**src/rtl/pipeline_hazard_ctrl.sv**
```systemverilog
// Hazard and stall controller for the five-stage pipeline: EX forwarding selects,
// load-use and branch hazards, and the data-memory wait/timeout sequencer.
module pipeline_hazard_ctrl #(
  parameter int unsigned MAX_WAIT = 16,
  parameter int unsigned CNT_W    = 32
) (
  input  logic             clk,
  input  logic             rst_n,
  input  logic [4:0]       Rs1D,
  input  logic [4:0]       Rs2D,
  input  logic [4:0]       Rs1E,
  input  logic [4:0]       Rs2E,
  input  logic [4:0]       RdE,
  input  logic [1:0]       resultSrcE,
  input  logic             PCSrcE,
  input  logic [4:0]       RdM,
  input  logic [4:0]       RdW,
  input  logic             regWriteM,
  input  logic             regWriteW,
  input  logic             memWriteM,
  input  logic [1:0]       resultSrcM,
  input  logic             dmemReady,
  input  logic             errClr,
  output logic [1:0]       forwardAE,
  output logic [1:0]       forwardBE,
  output logic             stallF,
  output logic             stallD,
  output logic             stallE,
  output logic             stallM,
  output logic             flushD,
  output logic             flushE,
  output logic             flushM,
  output logic             flushW,
  output logic             dmemReq,
  output logic             memErr,
  output logic [CNT_W-1:0] stallCycles
);

  localparam int unsigned WCNT_W = $clog2(MAX_WAIT + 1);

  typedef enum logic [1:0] {
    S_IDLE  = 2'd0,
    S_WAIT  = 2'd1,
    S_ERROR = 2'd2
  } state_e;

  state_e            state_q, state_d;
  logic [WCNT_W-1:0] wait_cnt_q, wait_cnt_d;
  logic [CNT_W-1:0]  stall_cnt_q, stall_cnt_d;

  logic mem_acc_m;
  logic mem_stall;
  logic lw_stall;

  assign mem_acc_m = memWriteM | (resultSrcM == 2'b01);

  // EX operand forwarding; the younger MEM result wins over WB
  always_comb begin
    forwardAE = 2'b00;
    forwardBE = 2'b00;
    if (regWriteM && (RdM != 5'd0) && (RdM == Rs1E))      forwardAE = 2'b10;
    else if (regWriteW && (RdW != 5'd0) && (RdW == Rs1E)) forwardAE = 2'b01;
    if (regWriteM && (RdM != 5'd0) && (RdM == Rs2E))      forwardBE = 2'b10;
    else if (regWriteW && (RdW != 5'd0) && (RdW == Rs2E)) forwardBE = 2'b01;
  end

  assign lw_stall = (resultSrcE == 2'b01) && (RdE != 5'd0) && ((RdE == Rs1D) || (RdE == Rs2D));

  always_ff @(posedge clk or negedge rst_n) begin
    if (!rst_n) begin
      state_q     <= S_IDLE;
      wait_cnt_q  <= '0;
      stall_cnt_q <= '0;
    end else begin
      state_q     <= state_d;
      wait_cnt_q  <= wait_cnt_d;
      stall_cnt_q <= stall_cnt_d;
    end
  end

  // Next-state logic for the memory handshake sequencer
  always_comb begin
    state_d    = state_q;
    wait_cnt_d = wait_cnt_q;
    unique case (state_q)
      S_IDLE: begin
        if (mem_acc_m && !dmemReady) begin
          state_d    = S_WAIT;
          wait_cnt_d = WCNT_W'(1);
        end
      end
      S_WAIT: begin
        if (dmemReady) begin
          state_d    = S_IDLE;
          wait_cnt_d = '0;
        end else if (wait_cnt_q == WCNT_W'(MAX_WAIT)) begin
          state_d = S_ERROR;
        end else begin
          wait_cnt_d = wait_cnt_q + WCNT_W'(1);
        end
      end
      S_ERROR: begin
        if (errClr) begin
          state_d    = S_IDLE;
          wait_cnt_d = '0;
        end
      end
      default: begin
        state_d    = S_IDLE;
        wait_cnt_d = '0;
      end
    endcase
  end

  // FSM outputs
  always_comb begin
    dmemReq   = 1'b0;
    memErr    = 1'b0;
    mem_stall = 1'b0;
    flushM    = 1'b0;
    unique case (state_q)
      S_IDLE: begin
        dmemReq   = mem_acc_m;
        mem_stall = mem_acc_m & ~dmemReady;
      end
      S_WAIT: begin
        dmemReq   = 1'b1;
        mem_stall = ~dmemReady;
      end
      S_ERROR: begin
        memErr    = 1'b1;
        mem_stall = 1'b1;
        flushM    = errClr;
      end
      default: ;
    endcase
  end

  // A held MEM stage freezes everything behind it, so D/E flushes wait it out
  assign stallM = mem_stall;
  assign stallE = mem_stall;
  assign stallF = mem_stall | lw_stall;
  assign stallD = mem_stall | lw_stall;
  assign flushW = mem_stall;
  assign flushE = ~mem_stall & (lw_stall | PCSrcE);
  assign flushD = ~mem_stall & PCSrcE;

  always_comb begin
    stall_cnt_d = stall_cnt_q;
    if (stallF && (stall_cnt_q != {CNT_W{1'b1}})) stall_cnt_d = stall_cnt_q + CNT_W'(1);
  end

  assign stallCycles = stall_cnt_q;

endmodule

```
**config.mk**
```make
export PLATFORM = sky130hd
export DESIGN_NAME = pipeline_hazard_ctrl
export DESIGN_NICKNAME = d
export VERILOG_FILES = /design/src/rtl/pipeline_hazard_ctrl.sv
export SDC_FILE = /design/constraint.sdc
export NUM_CORES = 1
export LEC_CHECK = 0
export BUFFER_PORTS_ARGS = -buffer_cell sky130_fd_sc_hd__buf_2
export CORE_ASPECT_RATIO = 0.5
export CORE_MARGIN = 8
export CORE_UTILIZATION = 56
export CTS_BUF_LIST = sky130_fd_sc_hd__clkbuf_8
export DETAILED_ROUTE_END_ITERATION = 10
export PLACE_DENSITY = 0.95
export SLEW_MARGIN = 0
export SYNTH_ARGS = -nofsm -noshare
export SYNTH_HDL_FRONTEND = slang
export SYNTH_SLANG_ARGS = --single-unit
```
**constraint.sdc**
```tcl
create_clock -name clk -period 4.65 [get_ports clk]
set_input_delay 0.465 -clock clk [delete_from_list [all_inputs] [get_ports clk]]
set_output_delay 0.465 -clock clk [all_outputs]
set_load 0.01 [all_outputs]
```
-- Word level (Yosys, flattened, before mapping)
Cells that the tools add are included.
- add/sub/neg operators: 2
- eq/ne operators: 16
- muxes and demuxes: 18
- bitwise gates (word level): 8
- reduce and logical (&&, ||, !) cells: 18
- operators with widths (kind ; number):
    32-bit by 1-bit adder with 32-bit output (second input constant) ; 1
    32-bit inequality test (second input constant) ; 1
    5-bit equality test ; 6
    5-bit two-way mux ; 4
    5-bit case mux with 3 select lines ; 1
    5-bit nonzero test ; 3
    2-bit two-way mux ; 6
    1-bit logical AND ; 10
    2-bit by 1-bit equality test with 1-bit output (second input constant) ; 3
    3-bit inequality test (second input constant) ; 2
    2-bit case mux with 3 select lines ; 1
    3-bit AND reduction ; 2
    5-bit by 1-bit adder with 5-bit output (second input constant) ; 1
    5-bit equality test (second input constant) ; 1
    1-bit two-way mux ; 4
    2-bit inequality test (second input constant) ; 2
    1-bit AND ; 3
    1-bit OR ; 3
    1-bit case mux with 3 select lines ; 1
    2-bit equality test (second input constant) ; 1
    2-bit logical NOT ; 1
    1-bit NOT ; 2
    1-bit case mux with 2 select lines ; 1
    1-bit logical NOT ; 1
    1-bit logical OR ; 1
- bits in registers: 39
- input bits: 47
- output and inout port bits: 46
- word-level logic and storage cells: 65

-- Longest topological paths before layout
- word-level depth: 6
- gate-level depth with buffers: 7
- gate-level depth less buffers: 6

-- Worst setup path after synthesis
Ideal clock, no wire load.
- path kind: input to output
- start point: input port RdM[1]
- end point: output port forwardAE[0]
- arrival time: 1758 ps
- data required time: 4185 ps
- path slack: 2427 ps
- cell stages on the path: 4
- buffers on the path: 0
- cell sequence: or4_1 o21ai_0 nor4_1 nor4_1
- cells in the longest elaborated chain, start to end: 4
- elaborated cells on any way between the ends: 5
- classes of those cells: 1 x eq/ne; 1 x mux; 3 x reduce/logical
- RTL lines (what ; RTL line ; source):
    start: declaration ; 16 ; input logic [4:0] RdM,
    5-bit nonzero test ; 61 ; if (regWriteM && (RdM != 5'd0) && (RdM == Rs1E)) forwardAE = 2'b10;
    1-bit logical AND ; 61 ;
    1-bit logical AND * ; 61 ;
    2-bit two-way mux * ; 61 ;
    end: declaration ; 24 ; output logic [1:0] forwardAE,
Mark *: on every way between the ends. The rest lies on a longest branch, timed or not.

-- Final worst setup path
- start point: input port RdE[2]
- end point: output port stallF
- cells in the longest elaborated chain, start to end: 4
- elaborated cells on any way between the ends: 7
- classes of those cells: 2 x eq/ne; 1 x bitwise; 4 x reduce/logical
- RTL lines (what ; RTL line ; source):
    start: declaration ; 13 ; input logic [4:0] RdE,
    5-bit equality test / 5-bit nonzero test (equally long branches) ; 67 ; assign lw_stall = (resultSrcE == 2'b01) && (RdE != 5'd0) && ((RdE == Rs1D) || (RdE == Rs2D));
    1-bit logical OR / 1-bit logical AND (equally long branches) ; 67 ;
    1-bit logical AND * ; 67 ;
    1-bit OR * ; 142 ; assign stallF = mem_stall | lw_stall;
    end: declaration ; 26 ; output logic stallF,
Marks and branches as above.

==> metrics <==
status finished, final reports clean; largest family of logic cells by synthesized area simple AND/OR/NAND/NOR gates; Initial DRT Pass Iterations 4; min cycle time layout 2.635 ns; ys flop type dfrtp_1; Synth Area in Simple Gates 0.3157; critical path class in2out; R2R depth 5; Seq/Total Area, Yosys 0.3759; Max-Cap Viols 0; EDFF count, synth 0; Die X 112.3 microns; I/O Buffers 92; Final Cell Area about 0.0032 sq mm; share of cells above drive strength 1 0.3186; Arr. time, crit path 2.17 ns; # IOs 93; Layout area overhead 21.98%; vias in the first global route approximately 2,600; Synth warnings 0; clk sinks 39; Slew @ Worst Pin 0.9906 ns; drt total wl 7036 microns; largest net degree at the start of global routing 40; CTS H-Tree Depth 2; Post-DP HPWL 5464 microns; synthesized area per cell ~9.7 sq um; Starting Density 0.5868; post-DR vias/cell approximately 5.9; Critical Path RT 4.18 ns; Nets between 400 and 500; initial antenna violation count 0; die height 64.15 microns; final hold vios 0; Die ar. 0.007203 sq mm; CTS clk-pin slew, worst paths approximately 0.080 ns; R2R setup slack 2.61 ns; setup bufs post-CTS 0; Root Buffer clkbuf_8; Max clock buf depth 2; IR Drop Worst-Case VDD 0.1466 mV; Post-Synthesis Cells about 270; total grt overflow 0; Final ANT Viol Nets 0; PD cells between 300 and 400 mW/mm^2; static leakage 1.550 nW; CTS buffer count 5; crit share post-route 0.5666; largest fanout on the critical path 25; Yosys cell types 49; Placed Instance Area 0.003083 sq mm; Rows 17; post-synthesis xor/xnor area fraction 0.2024; Worst Hold Class in2async; drt initial violations 168; Synth Area in Compound Gates 0.05687; fmax 379.5 MHz; Hold WS roughly 0.27 ns; cts-stage hold buffer count 0; Synth Area in Adders 0.01446; #FFs+latches synth 39; Worst setup EP type output port; fin util 0.7158; Synth Net Count between 300 and 400; Sum Neg Setup Slack 0 ns; r2r startpoint stallCycles[0]; Cell Area, Synth 0.002596 sq mm; ANT cells 0; worst r2r dst stallCycles[30]; Slew HR 0.3395; via count 2,446; wire per inst 16.83 microns; global-route usage over all layers 0.1966; Max Slew Vio Count 0; Clock Skew 0.004722 ns; final setup fails 0; ys async rst share 1.000; Fill cells 313; Gates resized, CTS repair 0; mux share of post-synthesis cell area 0.004337; DRC 0; CTS tree yes; RePlAce Congestion a little over 0.8; global-route wire length before repair between 10,000 and 15,000 microns; RSZ-0062 raised after global routing no; worst skew pair latency ~0.29 ns; critical path startpoint category input port; Core Area 0.004424 sq mm
## cells in the mapped netlist, types with 2 or more instances
| master | n | area, sq um |
|---|---|---|
| nor3_1 | 11 | 55.05 |
| or4_1 | 5 | 37.54 |
| clkbuf_1 | 2 | 7.510 |
| xnor2_1 | 35 | 306.5 |
| nor2b_1 | 2 | 12.51 |
| nand4_4 | 3 | 63.81 |
| nand2_1 | 15 | 56.30 |
| dfrtp_1 | 39 | 975.9 |
| nand3_1 | 20 | 100.1 |
| nor2_1 | 14 | 52.55 |
| and3_1 | 14 | 87.58 |
| nor4_1 | 5 | 31.28 |
| o31ai_1 | 2 | 15.01 |
| inv_1 | 7 | 26.28 |
| nand4b_1 | 2 | 17.52 |
| buf_2 | 3 | 15.01 |
| and2_1 | 4 | 25.02 |
| nor3b_1 | 2 | 15.01 |
| o21ai_0 | 7 | 35.03 |
| buf_4 | 4 | 30.03 |
| nand4_1 | 14 | 87.58 |
| xor2_1 | 25 | 219.0 |
| ha_1 | 3 | 37.54 |
| a21oi_1 | 6 | 30.03 |
## through the flow
step | instances | power [W] | setup slack (ns)
after detailed placement | 410 | 0.0008898 | 2.048
final | 418 | 0.001107 | 2.015
after floorplan | 269 | 0.0007450 | 2.427
after global routing | 418 | 0.001178 | 1.929
after CTS | 418 | 0.001106 | 2.069
after global placement | 410 | 0.0008663 | 2.135
## layout by cell type (no fill, tap or decap), drive strengths merged, types with 2 or more instances in the layout
cell type   n
ha          3
nor3       12
or4         5
xor2       25
nor3b       2
o31ai       2
xnor2      35
buf        93
inv         7
nand4      18
and2        5
nor2       14
clkinv      3
nor4        6
nand2      15
o21ai       9
nand4b      2
nand3      21
and3       15
clkbuf      5
dfrtp      39
a21oi       6
nor4b       2
nor2b       2
## worst max-delay path by stage
stage	start	end	slack, ns	cells after the start
6_report	RdE[2]	stallF	2.02	6
5_1_grt	RdE[2]	stallD	1.93	6
4_1_cts	RdE[1]	stallF	2.07	6
3_5_place_dp	RdE[1]	stallF	2.05	6
3_3_place_gp	RdE[1]	stallF	2.13	6
2_1_floorplan	RdM[1]	forwardAE[0]	2.43	4
## area by class of cell
type	count	area [sq um]	area share
repair buffers	93	467.9	0.1478
clock inverters	3	15.01	0.004741
flip-flops and latches	39	975.9	0.3082
clock buffers	5	68.82	0.02173
inverters	7	26.28	0.008297
multi-input cells	214	1541	0.4868
well taps	57	71.32	0.02252
## per-layer routing
| layer | GRT usage | share of wire |
|---|---|---|
| met1 | 0.2054 | 0.38 |
| met2 | 0.3626 | 0.51 |
| met3 | 0.05431 | 0.076 |
| met4 | 0.1015 | 0.037 |
| met5 | 0 | 0 |
## worst max-delay path, stage by stage
cell,delay [ns]
buf_2,0.12
xor2_1,0.15
nor3_1,0.20
a22oi_1,0.14
o21ai_2,0.80
buf_2,0.28
## sequential cells by signal, indices dropped and copies added, names as in the netlist
| signal | cells |
|---|---|
| state_q | 2 |
| stallCycles | 32 |
| wait_cnt_q | 5 |
## power by group
part	total (W)	internal (W)	leakage, nW	switching (W)
registers	0.000454	0.000385	0.523	0.0000688
logic	0.000434	0.000171	0.980	0.000263
clock network	0.000219	0.000103	0.0477	0.000116
## cells by family (layout without fill, tap and decap cells)
logic type                 count (synthesis)  count (layout)
DFF                                       39              39
AOI/OAI and AO/OA                         24              24
adders and majority gates                  3               3
muxes                                      1               1
and+or+nand+nor                          126             126
buffers and inverters                     16             108
xor gates and xnor gates                  60              60
(Power assumes the default switching activity.)
